==> src/rtl/coin_filter_pkg.sv <==
// Shared definitions for the coin-key debounce filter: per-key FSM state
// encoding (one-hot) and the key index map used by the top-level arbiter.
package coin_filter_pkg;

    typedef enum logic [3:0] {
        ST_IDLE      = 4'b0001,
        ST_PRESS_FLT = 4'b0010,
        ST_DOWN      = 4'b0100,
        ST_REL_FLT   = 4'b1000
    } flt_state_t;

    localparam int NUM_KEYS = 2;
    localparam int KEY_ONE  = 0;
    localparam int KEY_HALF = 1;

endpackage

==> src/rtl/coin_key_filter_if.sv <==
// Coin button inputs and money pulse outputs of the coin key filter.
// master = the side pressing buttons and consuming pulses, slave = the filter.
interface coin_key_filter_if;

    logic key_one_in;
    logic key_half_in;
    logic po_money_one;
    logic po_money_half;

    modport master (
        output key_one_in,
        output key_half_in,
        input  po_money_one,
        input  po_money_half
    );

    modport slave (
        input  key_one_in,
        input  key_half_in,
        output po_money_one,
        output po_money_half
    );

endinterface

==> src/rtl/key_filter.sv <==
// One active-low key: 2-flop synchronizer followed by a press/release debounce
// FSM; emits a single registered press_pulse per accepted press.
module key_filter
    import coin_filter_pkg::*;
#(
    parameter int CNT_MAX = 999_999
) (
    input  logic sys_clk,
    input  logic sys_rst,
    input  logic key_in,
    output logic press_pulse
);

    localparam int CNT_W = (CNT_MAX > 0) ? $clog2(CNT_MAX + 1) : 1;
    localparam logic [CNT_W-1:0] CNT_LAST = CNT_W'(CNT_MAX);

    logic             sync1_reg;
    logic             sync2_reg;
    flt_state_t       state_reg;
    logic [CNT_W-1:0] cnt_reg;
    logic             press_reg;

    // Reset lands in DOWN so a key held through reset must first be seen released.
    always_ff @(posedge sys_clk) begin
        if (sys_rst) begin
            sync1_reg <= 1'b1;
            sync2_reg <= 1'b1;
            state_reg <= ST_DOWN;
            cnt_reg   <= '0;
            press_reg <= 1'b0;
        end else begin
            sync1_reg <= key_in;
            sync2_reg <= sync1_reg;
            press_reg <= 1'b0;
            case (state_reg)
                ST_IDLE: begin
                    if (!sync2_reg) begin
                        state_reg <= ST_PRESS_FLT;
                        cnt_reg   <= '0;
                    end
                end
                ST_PRESS_FLT: begin
                    if (sync2_reg) begin
                        state_reg <= ST_IDLE;
                    end else if (cnt_reg == CNT_LAST) begin
                        state_reg <= ST_DOWN;
                        press_reg <= 1'b1;
                        cnt_reg   <= '0;
                    end else begin
                        cnt_reg <= cnt_reg + 1'b1;
                    end
                end
                ST_DOWN: begin
                    if (sync2_reg) begin
                        state_reg <= ST_REL_FLT;
                        cnt_reg   <= '0;
                    end
                end
                ST_REL_FLT: begin
                    if (!sync2_reg) begin
                        state_reg <= ST_DOWN;
                    end else if (cnt_reg == CNT_LAST) begin
                        state_reg <= ST_IDLE;
                        cnt_reg   <= '0;
                    end else begin
                        cnt_reg <= cnt_reg + 1'b1;
                    end
                end
                default: begin
                    state_reg <= ST_DOWN;
                    cnt_reg   <= '0;
                end
            endcase
        end
    end

    assign press_pulse = press_reg;

endmodule

==> src/rtl/coin_key_filter.sv <==
// Two debounced coin keys with pending flags and one-pulse-per-cycle arbitration
// (1-yuan wins). Define COIN_ARB_DEFER_EN to defer a losing half pulse by a cycle.
module coin_key_filter
    import coin_filter_pkg::*;
#(
    parameter int CNT_MAX = 999_999
) (
    input  logic               sys_clk,
    input  logic               sys_rst,
    coin_key_filter_if.slave   coin
);

    logic [NUM_KEYS-1:0] key_raw;
    logic [NUM_KEYS-1:0] press;

    assign key_raw[KEY_ONE]  = coin.key_one_in;
    assign key_raw[KEY_HALF] = coin.key_half_in;

    generate
        for (genvar gi = 0; gi < NUM_KEYS; gi++) begin : g_key
            key_filter #(
                .CNT_MAX (CNT_MAX)
            ) u_filter (
                .sys_clk     (sys_clk),
                .sys_rst     (sys_rst),
                .key_in      (key_raw[gi]),
                .press_pulse (press[gi])
            );
        end
    endgenerate

    logic pend_one_reg;
    logic pend_half_reg;
    logic pend_one_next;
    logic pend_half_next;
    logic issue_one;
    logic issue_half;
    logic po_one_reg;
    logic po_half_reg;

    // A press arriving this cycle is eligible for issue in the same cycle.
    always_comb begin
        pend_one_next  = pend_one_reg | press[KEY_ONE];
        pend_half_next = pend_half_reg | press[KEY_HALF];
        issue_one      = pend_one_next;
        issue_half     = pend_half_next & ~pend_one_next;
    end

    always_ff @(posedge sys_clk) begin
        if (sys_rst) begin
            pend_one_reg  <= 1'b0;
            pend_half_reg <= 1'b0;
            po_one_reg    <= 1'b0;
            po_half_reg   <= 1'b0;
        end else begin
            po_one_reg    <= issue_one;
            po_half_reg   <= issue_half;
            pend_one_reg  <= pend_one_next & ~issue_one;
`ifdef COIN_ARB_DEFER_EN
            pend_half_reg <= pend_half_next & ~issue_half;
`else
            pend_half_reg <= pend_half_next & ~issue_half & ~issue_one;
`endif
        end
    end

    assign coin.po_money_one  = po_one_reg;
    assign coin.po_money_half = po_half_reg;

endmodule

==> src/flat_wrapper.sv <==
// flat-port wrapper written by rule: the top's interface ports become plain ports
module coin_key_filter_flat import coin_filter_pkg::*;
#(
    parameter int CNT_MAX = 999_999
)
  (sys_clk, sys_rst, coin_key_one_in, coin_key_half_in, coin_po_money_one, coin_po_money_half);
  coin_key_filter_if coin_i ();
  input  logic sys_clk;
  input  logic sys_rst;
  input wire logic [$bits(coin_i.key_one_in)-1:0] coin_key_one_in;
  input wire logic [$bits(coin_i.key_half_in)-1:0] coin_key_half_in;
  output wire logic [$bits(coin_i.po_money_one)-1:0] coin_po_money_one;
  output wire logic [$bits(coin_i.po_money_half)-1:0] coin_po_money_half;
  assign coin_i.key_one_in = coin_key_one_in;
  assign coin_i.key_half_in = coin_key_half_in;
  assign coin_po_money_one = coin_i.po_money_one;
  assign coin_po_money_half = coin_i.po_money_half;
  coin_key_filter #(.CNT_MAX(CNT_MAX)) u_core (.sys_clk(sys_clk), .sys_rst(sys_rst), .coin(coin_i));
endmodule
==> config.mk <==
export PLATFORM = sky130hd
export DESIGN_NAME = coin_key_filter_flat
export DESIGN_NICKNAME = d
export VERILOG_FILES = /design/src/rtl/coin_filter_pkg.sv /design/src/rtl/coin_key_filter_if.sv /design/src/rtl/key_filter.sv /design/src/rtl/coin_key_filter.sv /design/src/flat_wrapper.sv
export SDC_FILE = /design/constraint.sdc
export NUM_CORES = 1
export LEC_CHECK = 0
export CAP_MARGIN = 40
export CORE_MARGIN = 5
export CORE_UTILIZATION = 35
export DETAILED_ROUTE_END_ITERATION = 8
export SLEW_MARGIN = 0
export SYNTH_ARGS = -nofsm -noshare
export SYNTH_HDL_FRONTEND = slang
export SYNTH_SLANG_ARGS = --single-unit
==> constraint.sdc <==
create_clock -name sys_clk -period 3.3 [get_ports sys_clk]
set_clock_uncertainty 0.1 [all_clocks]
set_input_delay 0.66 -clock sys_clk [delete_from_list [all_inputs] [get_ports sys_clk]]
set_output_delay 0.66 -clock sys_clk [all_outputs]
set_load 0.02 [all_outputs]
# After elaboration in Yosys (flattened, before gate mapping)
# Cells that the tools add are included.
[classes] n_eq_ne=22 reduce_logical=6 mux=28 n_addsub=2 bitwise_logic=8
[ops] operator="20-bit two-way mux" n=10
[ops] operator="20-bit case mux with 4 select lines" n=2
[ops] operator="4-bit two-way mux" n=12
[ops] operator="20-bit by 1-bit adder with 20-bit output, second input constant" n=2
[ops] operator="20-bit == test, second input constant" n=2
[ops] operator="4-bit case mux with 4 select lines" n=2
[ops] operator="2-bit inequality test, second input constant" n=8
[ops] operator="4-bit AND reduction" n=4
[ops] operator="3-bit inequality test, second input constant" n=4
[ops] operator="4-bit by 1-bit == test with 1-bit output, second input constant" n=2
[ops] operator="4-bit by 2-bit == test with 1-bit output, second input constant" n=2
[ops] operator="4-bit by 3-bit == test with 1-bit output, second input constant" n=2
[ops] operator="4-bit == test, second input constant" n=2
[ops] operator="3-bit OR reduction" n=2
[ops] operator="1-bit NOT" n=4
[ops] operator="1-bit bitwise AND" n=3
[ops] operator="1-bit two-way mux" n=2
[ops] operator="1-bit OR" n=1
[word_totals] inputBits=4 word_cells=79 register_bits=57

# Depth between registers and ports, before layout
[depth] word_depth=5 depth_mapped=9 mapped_depth_nobuf=6

# Modules after synthesis
# A second synthesis with hierarchy kept.
[unflattened] cells_unflattened=369 hier_area_um2=3164.3
[modules_own_cells] mod="key_filter" area_per_inst_um2=1540.2 cells_each=181 instances=2
[modules_own_cells] mod="coin_key_filter" area_per_inst_um2=83.8 cells_each=7 instances=1

# Worst setup path after synthesis
# No wires, ideal clock.
[synth_timing] kind="register to register" from="reg u_core.g_key[0].u_filter.cnt_reg[0]" to="reg u_core.g_key[0].u_filter.cnt_reg[10]" synth_period_minus_slack_ns=2.003 arrival_ns=1.829 stages_incl_launch_ff=8 slack_ns=1.297 path_cell_list="dfxtp_1 ha_1 and3_1 buf_2 nand3_1 o21ai_1 or4_1 a31oi_1"
[synth_via] elab_chain_len=4 word_cells_on_any_way=6 cone_classes="1 x add/sub; 1 x eq/ne; 4 x mux"
[synth_lines] item="start, declared" line_no="key_filter.sv:20" source="logic [CNT_W-1:0] cnt_reg;"
[synth_lines] item="start signal, assigned" line_no="key_filter.sv:50" source="cnt_reg <= cnt_reg + 1'b1;"
[synth_lines] item="start signal, assigned" line_no="key_filter.sv:66" source="cnt_reg <= cnt_reg + 1'b1;"
[synth_lines] item="20-bit by 1-bit adder with 20-bit output or 20-bit == test (tied branches)"
[synth_lines] item="20-bit two-way mux *" line_no="key_filter.sv:45, key_filter.sv:62"
[synth_lines] item="20-bit two-way mux (on tied branches)" line_no="key_filter.sv:60, key_filter.sv:43"
[synth_lines] item="20-bit case mux with 4 select lines *" line_no="key_filter.sv:35" source="case (state_reg)"
# Mark *: on every way between the ends. The rest lies on a longest branch, timed or not. The select of a mux whose other input is x is not followed.
# A chain may end at the register's enable or synchronous reset.

# Worst setup path after layout
[layout_timing] from="reg u_core.g_key[0].u_filter.cnt_reg[0]" to="reg u_core.g_key[0].u_filter.cnt_reg[12]"
# Same word-level chain as after synthesis.

==> impl_metrics.toml <==
[floorplan]
core_region_area_mm2 = 0.00830
die_area_mm2 = 0.0106
initial_utilization = 0.364
row_count = 33
die_y_um = 103
die_x_um = 103
design.portCount = 6

[worst_setup_path]
rr_worst_depth = 6
end_kind = "flop"
cp_max_fo = 9
r2r-end = "u_core.g_key[0].u_filter.cnt_reg[12]"
crit_required_ps = 3410
worst-setup-path-type = "reg -> reg"
arrival_ps = 2560
reg2reg_slack_ps = 860
regToRegStartpoint = "u_core.g_key[0].u_filter.cnt_reg[0]"
cp-start-kind = "flop"

[timing]
fmax_ghz = 0.409
rsz0062_at_grt = "no"
min_period_over_period = 0.741
hold_viol = 0
relSlewSlack = 0.549
setup_tns_ps = 0
setup_viol = 0
min_period_ps = 2440
final-max-slew-violation-count = 0
tightest_slew_ps = 674

[pwr]
peakVddDrop_v = 0.000317
power.total_mw = 1.79
leakage_nw = 1.03
p_per_area_mw_per_mm2 = 533

[final_layout]
drive_gt1_frac = 0.0904
final_core_util = 0.404
largest_reg_flops = 40
fill_cells = 855
layout_commonest_cell = "dfxtp_1"
regArea_mm2 = 0.00114
mostFrequentLayoutCells = "57 x dfxtp_1, 37 x nor2_1, 28 x nand2_1"
area_growth_pct = 10.9
n_antenna_cell = 0
nets = 366
multi_input_area_mm2 = 0.00173

[min_path]
min_to = "u_core.g_key[1].u_filter.sync2_reg"
hold_depth = 1
hp-class = "reg -> reg"
min_from = "u_core.g_key[1].u_filter.sync1_reg"

[clock_tree]
cts_resized = 0
post_cts_buffers = 0
hold_buffers = 0
clock_path_buffers = 2
clk_latency_ps = 330
cts_sinks = 57
htreeDepth = 3
cts_tree = "done"
cts_inserted_buffers = 9
root_buffer = "clkbuf_8"
clkSlewWorstSetupHoldPaths_ps = 60

[job]
cap_violations = 0

[synthesis]
ys_types = 58
synth_enable_flop_cells = 0
synth-async-reset-ratio = 0
synthTopCellsByArea = "dfxtp_1 38%, xnor2_1 5.2%, nor2_1 4.6%"
synth_cells = 363
synth_area_leader_cell = "dfxtp_1"
syn_nets = 369
yosysSeqAreaShare = 0.378
synth_top_area_frac = 0.378
yosysWarnings = 0
synth_ff_type = "dfxtp_1"
synth-seq-cells = 57
syn_area_mm2 = 0.00302
syn_area_per_cell_um2 = 8.32

[detailed_routing]
viasPerCell = 5.44
num_vias = 2558
drtIter0Drc = 154
wirelength_um = 6270
ant_nets = 0
firstDrtPassIters = 4
wl_per_cell_um = 13.3
drcViolationCount = 0

[outcome]
status = "finished clean"

[global_route]
antenna_found_initial = 0
grt_pass1_wl_um = 11300
grt_start_max_net_pins = 21
gr-total-overflow = 0
first_global_vias = 2458
track_usage = 0.133

[place]
port_buffers = 5
gp_congestion = 0.852
dp_hpwl_um = 4280
## how the worst max path moves through the flow
stage	start	end	cells after the start
final	u_core.g_key[0].u_filter.cnt_reg[0]	u_core.g_key[0].u_filter.cnt_reg[12]	6
after global routing	u_core.g_key[0].u_filter.cnt_reg[0]	u_core.g_key[0].u_filter.cnt_reg[14]	6
after global placement	u_core.g_key[0].u_filter.cnt_reg[0]	u_core.g_key[0].u_filter.cnt_reg[13]	6
after detailed placement	u_core.g_key[0].u_filter.cnt_reg[0]	u_core.g_key[0].u_filter.cnt_reg[12]	6
after CTS	u_core.g_key[0].u_filter.cnt_reg[0]	u_core.g_key[0].u_filter.cnt_reg[12]	6
after floorplan	u_core.g_key[0].u_filter.cnt_reg[0]	u_core.g_key[0].u_filter.cnt_reg[10]	7
## metal layers
metal | part of all wire | track usage | vias to the layer above
li1 | - | - | 1331
met2 | 0.46 | 0.210 | 52
met1 | 0.48 | 0.171 | 1165
met4 | 0.017 | 0.0528 | 0
met5 | 0 | 0 | -
met3 | 0.040 | 0.0372 | 10
## cell type report
class / instances / share of cell area
Tap cell: 105 / 0.0392
Timing Repair Buffer: 12 / 0.0306
Inverter: 1 / 0.00112
Multi-Input combinational cell: 279 / 0.517
Clock inverter: 4 / 0.0220
Sequential cell: 57 / 0.341
Clock buffer: 12 / 0.0493
## critical path, cell delays in order, from the launching register on
cell	delay, ps
dfxtp_1	380
ha_1	200
and3_1	350
nand3_1	280
o21ai_1	560
a21o_1	380
nor2_1	90
## where the power goes
group	switching, mW	internal, mW	total (mW)
clock network	0.266	0.487	0.753
registers	0.0464	0.715	0.761
logic	0.157	0.114	0.271
## kinds of logic (layout without fill, tap and decap cells)
group	count (synthesis)	in the layout	share of synthesized area
other	1	1	0.00124
and+or+nand+nor	197	197	0.375
adders and majority gates	2	2	0.00828
DFF	57	57	0.378
AOI/OAI and AO/OA	57	57	0.125
xor gates and xnor gates	21	21	0.0609
buffers and inverters	27	29	0.0485
muxes	1	1	0.00331
## through the flow
step	setup slack [ps]	hold WS [ps]	std cells	cell area (um^2)
2_1_floorplan	1300	289	363	3020
3_3_place_gp	977	291	454	3110
3_5_place_dp	831	298	454	3110
4_1_cts	818	306	470	3350
5_1_grt	535	310	470	3350
6_report	855	303	470	3350
## cell usage after synthesis, drive strengths merged (3+ instances only)
master	n
a21oi	17
a31oi	8
and2	6
and3	8
and4	8
buf	12
clkbuf	14
dfxtp	57
nand2	28
nand3	20
nand3b	6
nand4	14
nand4b	5
nor2	37
nor2b	4
nor3	11
nor3b	3
nor4	13
nor4b	5
nor4bb	3
o21ai	11
or2	6
or3	5
or3b	3
or4	5
xnor2	18
xor2	3
(Power assumes the default switching activity.)
